## config.mk

```make
export PLATFORM = sky130hd
export DESIGN_NAME = cmn_arb_lru_matrix_ctrl_flat
export DESIGN_NICKNAME = d
export VERILOG_FILES = /design/src/rtl/cmn_arb_lru_matrix_ctrl_pkg.sv /design/src/rtl/cmn_arb_lru_matrix_ctrl_if.sv /design/src/rtl/cmn_arb_lru_matrix_ctrl_onehot2bin.sv /design/src/rtl/cmn_arb_lru_matrix_ctrl.sv /design/src/flat_wrapper.sv
export SDC_FILE = /design/constraint.sdc
export NUM_CORES = 1
export LEC_CHECK = 0
export CORE_ASPECT_RATIO = 0.9
export CORE_MARGIN = 8
export CORE_UTILIZATION = 44
export DETAILED_ROUTE_END_ITERATION = 8
export PLACE_DENSITY_LB_ADDON = 0.15
export SYNTH_ARGS = -nofsm -noshare
export SYNTH_HDL_FRONTEND = slang
export SYNTH_SLANG_ARGS = --single-unit
```

## constraint.sdc

```tcl
create_clock -name clk -period 2.35 [get_ports clk]
set_clock_uncertainty 0.1 [all_clocks]
set_input_delay 0.3525 -clock clk [delete_from_list [all_inputs] [get_ports clk]]
set_output_delay 0.3525 -clock clk [all_outputs]
set_load 0.02 [all_outputs]
```

## src/rtl/cmn_arb_lru_matrix_ctrl_pkg.sv

```systemverilog
// Shared types and helpers for the cmn matrix arbiter controller.
// Lock FSM encoding and the fixed-priority matrix row pattern.
package cmn_arb_pkg;

  typedef enum logic {
    ARB_IDLE   = 1'b0,
    ARB_LOCKED = 1'b1
  } arb_lock_state_e;

  localparam int unsigned MAX_W = 32;

  // Row i of the fixed pattern: every lower index blocks i.
  function automatic logic [MAX_W-1:0] fixed_pri_row(input int unsigned i);
    return (MAX_W'(1) << i) - MAX_W'(1);
  endfunction

endpackage

```

## src/rtl/cmn_arb_lru_matrix_ctrl_if.sv

```systemverilog
// Handshake and priority bundle between requesters, arbiter and controller.
// master: requester/arbiter side, slave: the priority controller.
interface cmn_arb_lru_matrix_ctrl_if #(
  parameter int WIDTH = 4
);

  logic                         cfg_fixed_pri;
  logic [WIDTH-1:0]             v_vld_s;
  logic [WIDTH-1:0]             v_last_s;
  logic [WIDTH-1:0]             v_vld_arb;
  logic [WIDTH-1:0]             v_gnt;
  logic [WIDTH-1:0][WIDTH-1:0]  vv_matrix;
  logic                         lock_vld;
  logic                         err;

  modport master (
    output cfg_fixed_pri,
    output v_vld_s,
    output v_last_s,
    output v_gnt,
    input  v_vld_arb,
    input  vv_matrix,
    input  lock_vld,
    input  err
  );

  modport slave (
    input  cfg_fixed_pri,
    input  v_vld_s,
    input  v_last_s,
    input  v_gnt,
    output v_vld_arb,
    output vv_matrix,
    output lock_vld,
    output err
  );

endinterface

```

## src/rtl/cmn_arb_lru_matrix_ctrl_onehot2bin.sv

```systemverilog
// One-hot to binary index encoder.
// Multi-hot input ORs indices; callers flag that case separately.
module cmn_onehot2bin #(
  parameter int WIDTH = 4,
  parameter int BW    = (WIDTH > 1) ? $clog2(WIDTH) : 1
) (
  input  logic [WIDTH-1:0] onehot_i,
  output logic [BW-1:0]    bin_o
);

  // OR together the index of every set bit
  always_comb begin
    bin_o = '0;
    for (int i = 0; i < WIDTH; i++) begin
      if (onehot_i[i]) begin
        bin_o = bin_o | BW'(i);
      end
    end
  end

endmodule

```

## src/rtl/cmn_arb_lru_matrix_ctrl.sv

```systemverilog
// LRU priority matrix and packet lock beside a matrix arbiter.
// Matrix [i][j]=1 means j blocks i; diagonal is held at 0.
module cmn_arb_lru_matrix_ctrl
  import cmn_arb_pkg::*;
#(
  parameter int WIDTH = 4
) (
  input logic                     clk,
  input logic                     rst_n,
  cmn_arb_lru_matrix_ctrl_if.slave bus
);

  localparam int IDW = (WIDTH > 1) ? $clog2(WIDTH) : 1;

  typedef logic [WIDTH-1:0][WIDTH-1:0] mat_t;

  function automatic mat_t fixed_mat();
    mat_t m;
    for (int i = 0; i < WIDTH; i++) begin
      m[i] = WIDTH'(fixed_pri_row(i));
    end
    return m;
  endfunction

  localparam mat_t FIXED = fixed_mat();

  arb_lock_state_e  state_q, state_d;
  logic [IDW-1:0]   lock_id_q, lock_id_d;
  logic [IDW-1:0]   gnt_id;
  logic             err_q;
  mat_t             m_q, m_d;
  logic [WIDTH-1:0] lock_oh;
  logic [WIDTH-1:0] vld_arb;
  logic             multi, single;
  logic             bad_vld, bad_own;
  logic             err_now, ok;
  logic             last_g, lru_upd;

  cmn_onehot2bin #(
    .WIDTH (WIDTH),
    .BW    (IDW)
  ) u_enc (
    .onehot_i (bus.v_gnt),
    .bin_o    (gnt_id)
  );

  assign lock_oh = WIDTH'(1) << lock_id_q;
  assign multi   = |(bus.v_gnt & (bus.v_gnt - WIDTH'(1)));
  assign single  = (|bus.v_gnt) & ~multi;
  assign bad_vld = |(bus.v_gnt & ~vld_arb);
  assign bad_own = (state_q == ARB_LOCKED)
                 & (|(bus.v_gnt & ~lock_oh));
  assign err_now = multi | bad_vld | bad_own;
  assign ok      = single & ~err_now;
  assign last_g  = bus.v_last_s[gnt_id];
  assign lru_upd = ok & last_g & ~bus.cfg_fixed_pri;

  // Lock state and owner registers
  always_ff @(posedge clk or negedge rst_n) begin
    if (!rst_n) begin
      state_q   <= ARB_IDLE;
      lock_id_q <= '0;
    end else begin
      state_q   <= state_d;
      lock_id_q <= lock_id_d;
    end
  end

  // Lock next state: open on a non-last beat, close on the owner's last
  always_comb begin
    state_d   = state_q;
    lock_id_d = lock_id_q;
    case (state_q)
      ARB_IDLE: begin
        if (ok && !last_g) begin
          state_d   = ARB_LOCKED;
          lock_id_d = gnt_id;
        end
      end
      ARB_LOCKED: begin
        if (ok && last_g) begin
          state_d = ARB_IDLE;
        end
      end
      default: state_d = ARB_IDLE;
    endcase
  end

  // Lock outputs: mask valids down to the owner while locked
  always_comb begin
    vld_arb      = bus.v_vld_s;
    bus.lock_vld = 1'b0;
    if (state_q == ARB_LOCKED) begin
      vld_arb      = bus.v_vld_s & lock_oh;
      bus.lock_vld = 1'b1;
    end
  end

  // Matrix next state: fixed reload or LRU demotion of the grantee
  always_comb begin
    m_d = m_q;
    if (bus.cfg_fixed_pri) begin
      m_d = FIXED;
    end else if (lru_upd) begin
      for (int i = 0; i < WIDTH; i++) begin
        m_d[gnt_id][i] = 1'b1;
        m_d[i][gnt_id] = 1'b0;
      end
    end
    for (int i = 0; i < WIDTH; i++) begin
      m_d[i][i] = 1'b0;
    end
  end

  // Matrix and sticky error registers
  always_ff @(posedge clk or negedge rst_n) begin
    if (!rst_n) begin
      m_q   <= FIXED;
      err_q <= 1'b0;
    end else begin
      m_q   <= m_d;
      err_q <= err_q | err_now;
    end
  end

  assign bus.v_vld_arb = vld_arb;
  assign bus.vv_matrix = m_q;
  assign bus.err       = err_q;

endmodule
```

## src/flat_wrapper.sv

```systemverilog
// flat-port wrapper written by rule: the top's interface ports become plain ports
module cmn_arb_lru_matrix_ctrl_flat import cmn_arb_pkg::*;
#(
  parameter int WIDTH = 4
)
  (clk, rst_n, bus_cfg_fixed_pri, bus_v_vld_s, bus_v_last_s, bus_v_gnt, bus_v_vld_arb, bus_vv_matrix, bus_lock_vld, bus_err);
  cmn_arb_lru_matrix_ctrl_if #(.WIDTH(WIDTH)) bus_i ();
  input logic clk;
  input logic rst_n;
  input wire logic [$bits(bus_i.cfg_fixed_pri)-1:0] bus_cfg_fixed_pri;
  input wire logic [$bits(bus_i.v_vld_s)-1:0] bus_v_vld_s;
  input wire logic [$bits(bus_i.v_last_s)-1:0] bus_v_last_s;
  input wire logic [$bits(bus_i.v_gnt)-1:0] bus_v_gnt;
  output wire logic [$bits(bus_i.v_vld_arb)-1:0] bus_v_vld_arb;
  output wire logic [$bits(bus_i.vv_matrix)-1:0] bus_vv_matrix;
  output wire logic [$bits(bus_i.lock_vld)-1:0] bus_lock_vld;
  output wire logic [$bits(bus_i.err)-1:0] bus_err;
  assign bus_i.cfg_fixed_pri = bus_cfg_fixed_pri;
  assign bus_i.v_vld_s = bus_v_vld_s;
  assign bus_i.v_last_s = bus_v_last_s;
  assign bus_i.v_gnt = bus_v_gnt;
  assign bus_v_vld_arb = bus_i.v_vld_arb;
  assign bus_vv_matrix = bus_i.vv_matrix;
  assign bus_lock_vld = bus_i.lock_vld;
  assign bus_err = bus_i.err;
  cmn_arb_lru_matrix_ctrl #(.WIDTH(WIDTH)) u_core (.clk(clk), .rst_n(rst_n), .bus(bus_i));
endmodule
```

==> run metrics, run 1 <==
Routed Antenna Nets=0; most common cell in the netlist=dfrtp_1; Worst-Skew Late Latency=290 ps; Initial DRC Count=between 40 and 50; clk root buf=clkbuf_4; Fillers=177; Port Buffer Count=32; top-area cell type share of the netlist area=24.4%; Syn Area/Cell=approximately 9.5 sq um; worst setup path class=reg -> reg; endpoints failing setup=0; GR Util All Layers=13.8%; largest net degree at the start of global routing=17; slew margin rel.=54.1%; final hold vios=0; dpl ws=-303 ps; setup_tns=0 ps; core footprint=0.00220 sq mm; first-pass GRT wire length=4.54 mm; Final WS setup=90.0 ps; hold_buf cts=0; Post-DP HPWL=2.14 mm; max_cap viols=0; CP endpoint kind=flop; CTS buffer count=3; initial core utilization=46.6%; Comb power frac=24.4%; Synth Cell Area=0.00103 sq mm; Critical Path AT=~2300 ps; final net count=180; PwrDens=between 300 and 400 mW/mm^2; IO Count=37; Synth Register Bits=16; final hold slack=371 ps; P_sw=0.151 mW; post-route insts no fill=191; residual DRC count=0; drt total wl=around 2.7 mm; clock-pin slew on the worst setup and hold paths=90 ps; vias in the first global route=1043; Synth cell types=45; Routed WL per cell=around 14 um; status=completed; register area share after synthesis=39.8%; total global routing overflow=0; Post-synth EDFFs=0; CP Max Fanout=6; Worst setup SP type=flop; Async S/R FF share, synth=100%; P_leak=0.705 nW; Area growth syn-to-layout=51.6%; CTS tree=done; Clock Sinks=16; drt pass-1 iters=4; placed instance count=186; internal power=0.414 mW; die width=roughly 67 um; Hold Path Class=in -> async; Mapped Cells=~110; GPL Wtd Cong=0.812; vias=993; f_max=0.442 GHz; Primary FF master, synth=dfrtp_1; FP Rows=16; Max Slew Vio Count=0; period utilization=96.2%; layout cell share with drive strength beyond 1=31.7%; post-synthesis cell type with the largest combined area=dfrtp_1; initial antenna violation count=0; Worst Tran Pin Value=686 ps; fin crit period=2260 ps; YS warnings=0; Synth area leaders=dfrtp_1 (24%), dfstp_2 (15%), mux2i_1 (5.9%), buf_6 (3.3%), buf_4 (2.9%); Vias/cell=5.20; Clock Path Buffers=2; Net Sw Frac=26.7%; peak supply drop=435 uV; Clk network pwr share=25.7%; H-tree depth=1; die area=0.00414 sq mm; Die H=between 60 and 70 um; Post-synth top cells=dfrtp_1 (10), inv_1 (7), nor2_1 (7); Ant. Diodes=0; Critical Path RT=2410 ps; power consumption=0.566 mW; sequential power share=49.9%
[cell type report]
cell class	count	area (sq um)	share of cell area, %
timing repair buffer	58	518	33.3
inverter	7	26.3	1.69
sequential	16	410	26.4
clock buffer	4	26.3	1.69
multi-input combinational	79	541	34.8
tap	27	33.8	2.17
[worst paths after layout]
| check | to | cells past startpoint | slack, ps | from |
|---|---|---|---|---|
| hold / removal | u_core.lock_id_q[1]$_DFFE_PN0P_ | 1 | 370 | rst_n |
| setup reg to reg | u_core.bus.vv_matrix[6]$_DFFE_PN0P_ | 8 | 90 | u_core.lock_id_q[0]$_DFFE_PN0P_ |
| setup / recovery | u_core.bus.vv_matrix[6]$_DFFE_PN0P_ | 8 | 90 | u_core.lock_id_q[0]$_DFFE_PN0P_ |
| hold reg to reg | u_core.bus.err$_DFF_PN0_ | 1 | 380 | u_core.bus.err$_DFF_PN0_ |
| max in group asynchronous | u_core.lock_id_q[0]$_DFFE_PN0P_ | 1 | 1300 | rst_n |
| min in group clk | u_core.bus.err$_DFF_PN0_ | 1 | 380 | u_core.bus.err$_DFF_PN0_ |
[metal layers]
metal  up-vias  routed length (um)  global-route usage, %
li1        489                   -                      -
met4         0                  46                   6.25
met5         -                   0                      0
met3         5                 198                   2.69
met2        30                1260                   24.8
met1       469                1210                   15.6
[what timing repair did]
| action | in CTS | in global routing |
|---|---|---|
| setup buffers | 0 | 1 |
| gates resized for setup | 3 | 7 |
| gates cloned | 0 | 0 |
| pin swaps | 0 | 1 |
| endpoints found under the setup margin | 2 | 15 |
[cells in the final DEF, fill, tap and decap left out, types with 2 or more instances in the layout]
master	netlist	layout
a21oi_1	4	4
buf_4	4	26
clkbuf_4	0	3
clkdlybuf4s50_1	0	28
conb_1	1	4
dfrtp_1	10	8
dfrtp_2	0	2
dfstp_2	6	6
dlygate4sd2_1	0	2
dlymetal6s2s_1	0	2
inv_1	7	7
mux2_4	2	2
mux2i_1	6	6
nand2_1	6	6
nand2b_1	2	2
nand3_1	2	2
nor2_1	7	7
nor2b_1	2	2
nor3_1	5	4
o21ai_0	5	3
o21ai_1	3	4
o21ai_2	1	2
o21bai_1	2	2
o22a_1	2	2
o31a_1	2	2
or2_2	2	2
[flip-flops by register name (all words and copies together) (netlist names), named ones only]
signal and flops:
u_core.bus.vv_matrix 12, u_core.lock_id_q 2, u_core.bus.err 1
[cell families (layout without fill, tap and decap cells)]
family | count (synthesis) | count (layout) | synth area share, %
AO/OA/AOI/OAI | 28 | 28 | 19.6
flip-flops | 16 | 16 | 39.8
AND/OR/NAND/NOR | 38 | 38 | 20.9
buffers and inverters | 16 | 69 | 9.51
other | 1 | 4 | 0.366
multiplexers | 9 | 9 | 9.88
[power by group through the flow]
stage,logic [mW],clock network (mW),registers [mW]
final,0.138,0.145,0.282
after global routing,0.151,0.169,0.283
after CTS,0.138,0.152,0.282
after detailed placement,0.138,0,0.286
after global placement,0.136,0,0.287
after floorplan,0.0623,0,0.289
[stage by stage]
stage / utilization (%) / cell area, sq um
floorplan: - / 1040
global placement: 68.5 / 1510
detailed placement: 68.5 / 1510
CTS: 69.8 / 1540
global route: 70.6 / 1560
finish: 70.6 / 1560
[worst max-delay path, cell delays in order (launching register included)]
cell,delay (ps)
dfrtp_2,450
and2b_2,250
o211ai_1,80
a222oi_1,300
buf_4,190
and4_1,250
buf_4,140
nand2_2,50
a221o_1,320
Power figures use the tool's default switching activity.
==> inputs of run 2 (changes only) <==
--- a/config.mk
+++ b/config.mk
@@ -6,7 +6,6 @@
 export NUM_CORES = 1
 export LEC_CHECK = 0
 export CORE_ASPECT_RATIO = 0.9
-export CORE_MARGIN = 8
 export CORE_UTILIZATION = 44
 export DETAILED_ROUTE_END_ITERATION = 8
 export PLACE_DENSITY_LB_ADDON = 0.15
==> run 2 against run 1 <==
Effect of this change: cell count is 1.0% higher; clock power up 6%; worst hold slack gained 2.4 ps; fmax is 3.5% lower; largest cell class unchanged; core utilization up 2.0 points; first-iteration DRC count is 43% lower; worst setup slack lost 81 ps; critical path depth down 1; global-route usage grew 9.2 points; via count grew 3.7%.
==> run metrics, run 2 (same netlist as run 1, synthesis figures left out) <==
PwrDens=367 mW/mm^2 (was 364 mW/mm^2); CTS buffer count=3 (unchanged); worst setup path class=reg -> reg (unchanged); Final Core Density=72.6% (was 70.6%); placed instance count=185 (was 186); DP Area=0.00150 sq mm (was 0.00151 sq mm); most common cell after layout, fill and taps aside=clkdlybuf4s50_1 (unchanged); peak supply drop=351 uV (was 435 uV); Post-DP HPWL=2.03 mm (was 2.14 mm); Buf/Inv on CP=1 (was 2); most frequent cells in the layout=clkdlybuf4s50_1 (28), buf_4 (27), dfrtp_1 (8) (was clkdlybuf4s50_1 (28), buf_4 (26), dfrtp_1 (8)); largest net degree at the start of global routing=17 (unchanged); drt pass-1 iters=4 (unchanged); crit path max-delay cell type=dfrtp_2 (unchanged); Critical Path RT=2430 ps (was 2410 ps); total global routing overflow=0 (unchanged); Initial DRC Count=27 (was 47); max_cap viols=0 (unchanged); setup_tns=0 ps (unchanged); residual DRC count=0 (unchanged); hold_buf cts=0 (unchanged); f_max=0.427 GHz (was 0.442 GHz); slew margin rel.=53.6% (was 54.1%); clock-pin slew on the worst setup and hold paths=90 ps (about the same); period utilization=99.6% (was 96.2%); Critical Path AT=2420 ps (was 2320 ps); post-route insts no fill=193 (was 191); P_leak=0.722 nW (was 0.705 nW); FF+latch area=410 sq um (unchanged); CP Max Fanout=5 (was 6); die width=52.9 um (was 66.9 um); H-tree depth=1 (unchanged); Port Buffer Count=32 (unchanged); design area=0.00159 sq mm (was 0.00156 sq mm); Hold Path Class=in -> async (unchanged); GR Util All Layers=23.0% (was 13.8%); Clock Path Buffers=2 (unchanged); clk root buf=clkbuf_4 (unchanged); final net count=182 (was 180); initial core utilization=47.0% (was 46.6%); vias=1030 (was 993); CP endpoint kind=flop (unchanged); IO Count=37 (unchanged); Area growth syn-to-layout=54.5% (was 51.6%); vias in the first global route=967 (was 1043); max FFs per register=12 (unchanged); Fillers=180 (was 177); first-pass GRT wire length=4.17 mm (was 4.54 mm); initial antenna violation count=0 (unchanged); core footprint=0.00218 sq mm (was 0.00220 sq mm); Routed Antenna Nets=0 (unchanged); Max Slew Vio Count=0 (unchanged); crit-path leading delay family=simple AND/OR/NAND/NOR gates (was compound AO/OA/AOI/OAI gates); layout cell share with drive strength beyond 1=33.7% (was 31.7%); fin crit period=2340 ps (was 2260 ps); Worst setup SP type=flop (unchanged); RSZ-0062 raised after global routing=true; CTS tree=done (unchanged); Die H=47.8 um (was 61.8 um); status=completed (unchanged); endpoints failing setup=0 (unchanged); Worst Tran Pin Value=694 ps (was 686 ps); Routed WL per cell=14.7 um (was 14.2 um); final hold vios=0 (unchanged); drt total wl=2.84 mm (was 2.72 mm); GPL Wtd Cong=0.840 (was 0.812); die area=0.00253 sq mm (was 0.00414 sq mm); Worst-Skew Late Latency=290 ps (about the same); cell chain of the critical path=and2b_2, o211ai_1, a222oi_1, buf_4, nand3_2, or3_4, mux2_4 (was and2b_2, o211ai_1, a222oi_1, buf_4, and4_1, buf_4, nand2_2, a221o_1); Ant. Diodes=0 (unchanged); power consumption=0.581 mW (was 0.566 mW); delay of the slowest cell on the worst path=450 ps (about the same); FP Rows=16 (unchanged); Vias/cell=5.34 (was 5.20); Multi-input gate area=548 sq um (was 541 sq um); Clock Sinks=16 (unchanged)
==> run 2: cell types whose count changed in the layout (fill, tap and decap cells not counted) <==
cell            change
nand3_2             +1
dlygate4sd2_1       -1
buf_4               +1
o21ai_0             +1
buf_6               +1
dlymetal6s2s_1      +1
nand3_1             -1
and4_4              +1
o21ai_1             -1
and4_1              -1
==> run 2: final timing paths <==
| kind | end | startpoint | slack (ps) | cells past startpoint |
|---|---|---|---|---|
| max | u_core.lock_id_q[0]$_DFFE_PN0P_ | u_core.lock_id_q[0]$_DFFE_PN0P_ | 9 | 7 |
| min | u_core.bus.err$_DFF_PN0_ | rst_n | 370 | 1 |
| max reg2reg | u_core.lock_id_q[0]$_DFFE_PN0P_ | u_core.lock_id_q[0]$_DFFE_PN0P_ | 9 | 7 |
| min reg2reg | u_core.bus.err$_DFF_PN0_ | u_core.bus.err$_DFF_PN0_ | 390 | 1 |
| max in group asynchronous | u_core.lock_id_q[1]$_DFFE_PN0P_ | rst_n | 1300 | 1 |
| min in group clk | u_core.bus.err$_DFF_PN0_ | u_core.bus.err$_DFF_PN0_ | 390 | 1 |
==> run 2: metal layers <==
metal / share of wire [%] / vias to the layer above / global-route usage [%]
met5: 0 / - / 0
met1: 44 / 492 / 28.3
met3: 5.2 / 6 / 6.67
li1: - / 494 / -
met2: 49 / 38 / 41.3
met4: 1.2 / 0 / 3.68
==> run 2: where the power goes <==
group | switching [mW] | leakage [nW] | total [mW] | internal (mW)
sequential | 0.00413 | 0.186 | 0.282 | 0.278
combinational | 0.0717 | 0.521 | 0.146 | 0.0745
clock | 0.0868 | 0.0150 | 0.153 | 0.0660
==> run 2: what timing repair did <==
item                                    CTS  global route
resized for setup                         3            10
pin swaps                                 0             3
endpoints found under the setup margin    8            11
setup buffers                             0             4
==> run 2: through the flow <==
stage | setup slack, ps | hold slack [ps]
2_1_floorplan | 175 | -43.1
3_3_place_gp | -357 | 359
3_5_place_dp | -415 | 364
4_1_cts | 22.8 | 385
5_1_grt | -75.2 | 420
6_report | 9.10 | 373
==> run 2: final cells by class <==
class                   count  area share (%)
clock buffers               4            1.66
repair buffers             60            34.1
well taps                  27            2.13
inverters                   7            1.66
multi-input cells          79            34.6
flip-flops and latches     16            25.9
==> run 2: worst register-to-register path, stage by stage, from the launching register on <==
cell,delay (ps)
dfrtp_2,450
and2b_2,260
o211ai_1,90
a222oi_1,410
buf_4,190
nand3_2,80
or3_4,350
mux2_4,300
==> inputs of run 3 (changes only) <==
--- a/config.mk
+++ b/config.mk
@@ -5,6 +5,7 @@
 export SDC_FILE = /design/constraint.sdc
 export NUM_CORES = 1
 export LEC_CHECK = 0
+export ABC_CLOCK_PERIOD_IN_PS = 2350
 export CORE_ASPECT_RATIO = 0.9
 export CORE_UTILIZATION = 44
 export DETAILED_ROUTE_END_ITERATION = 8
==> results of run 3 <==
The final DEF is identical to that of run 2; final timing and power are the same.
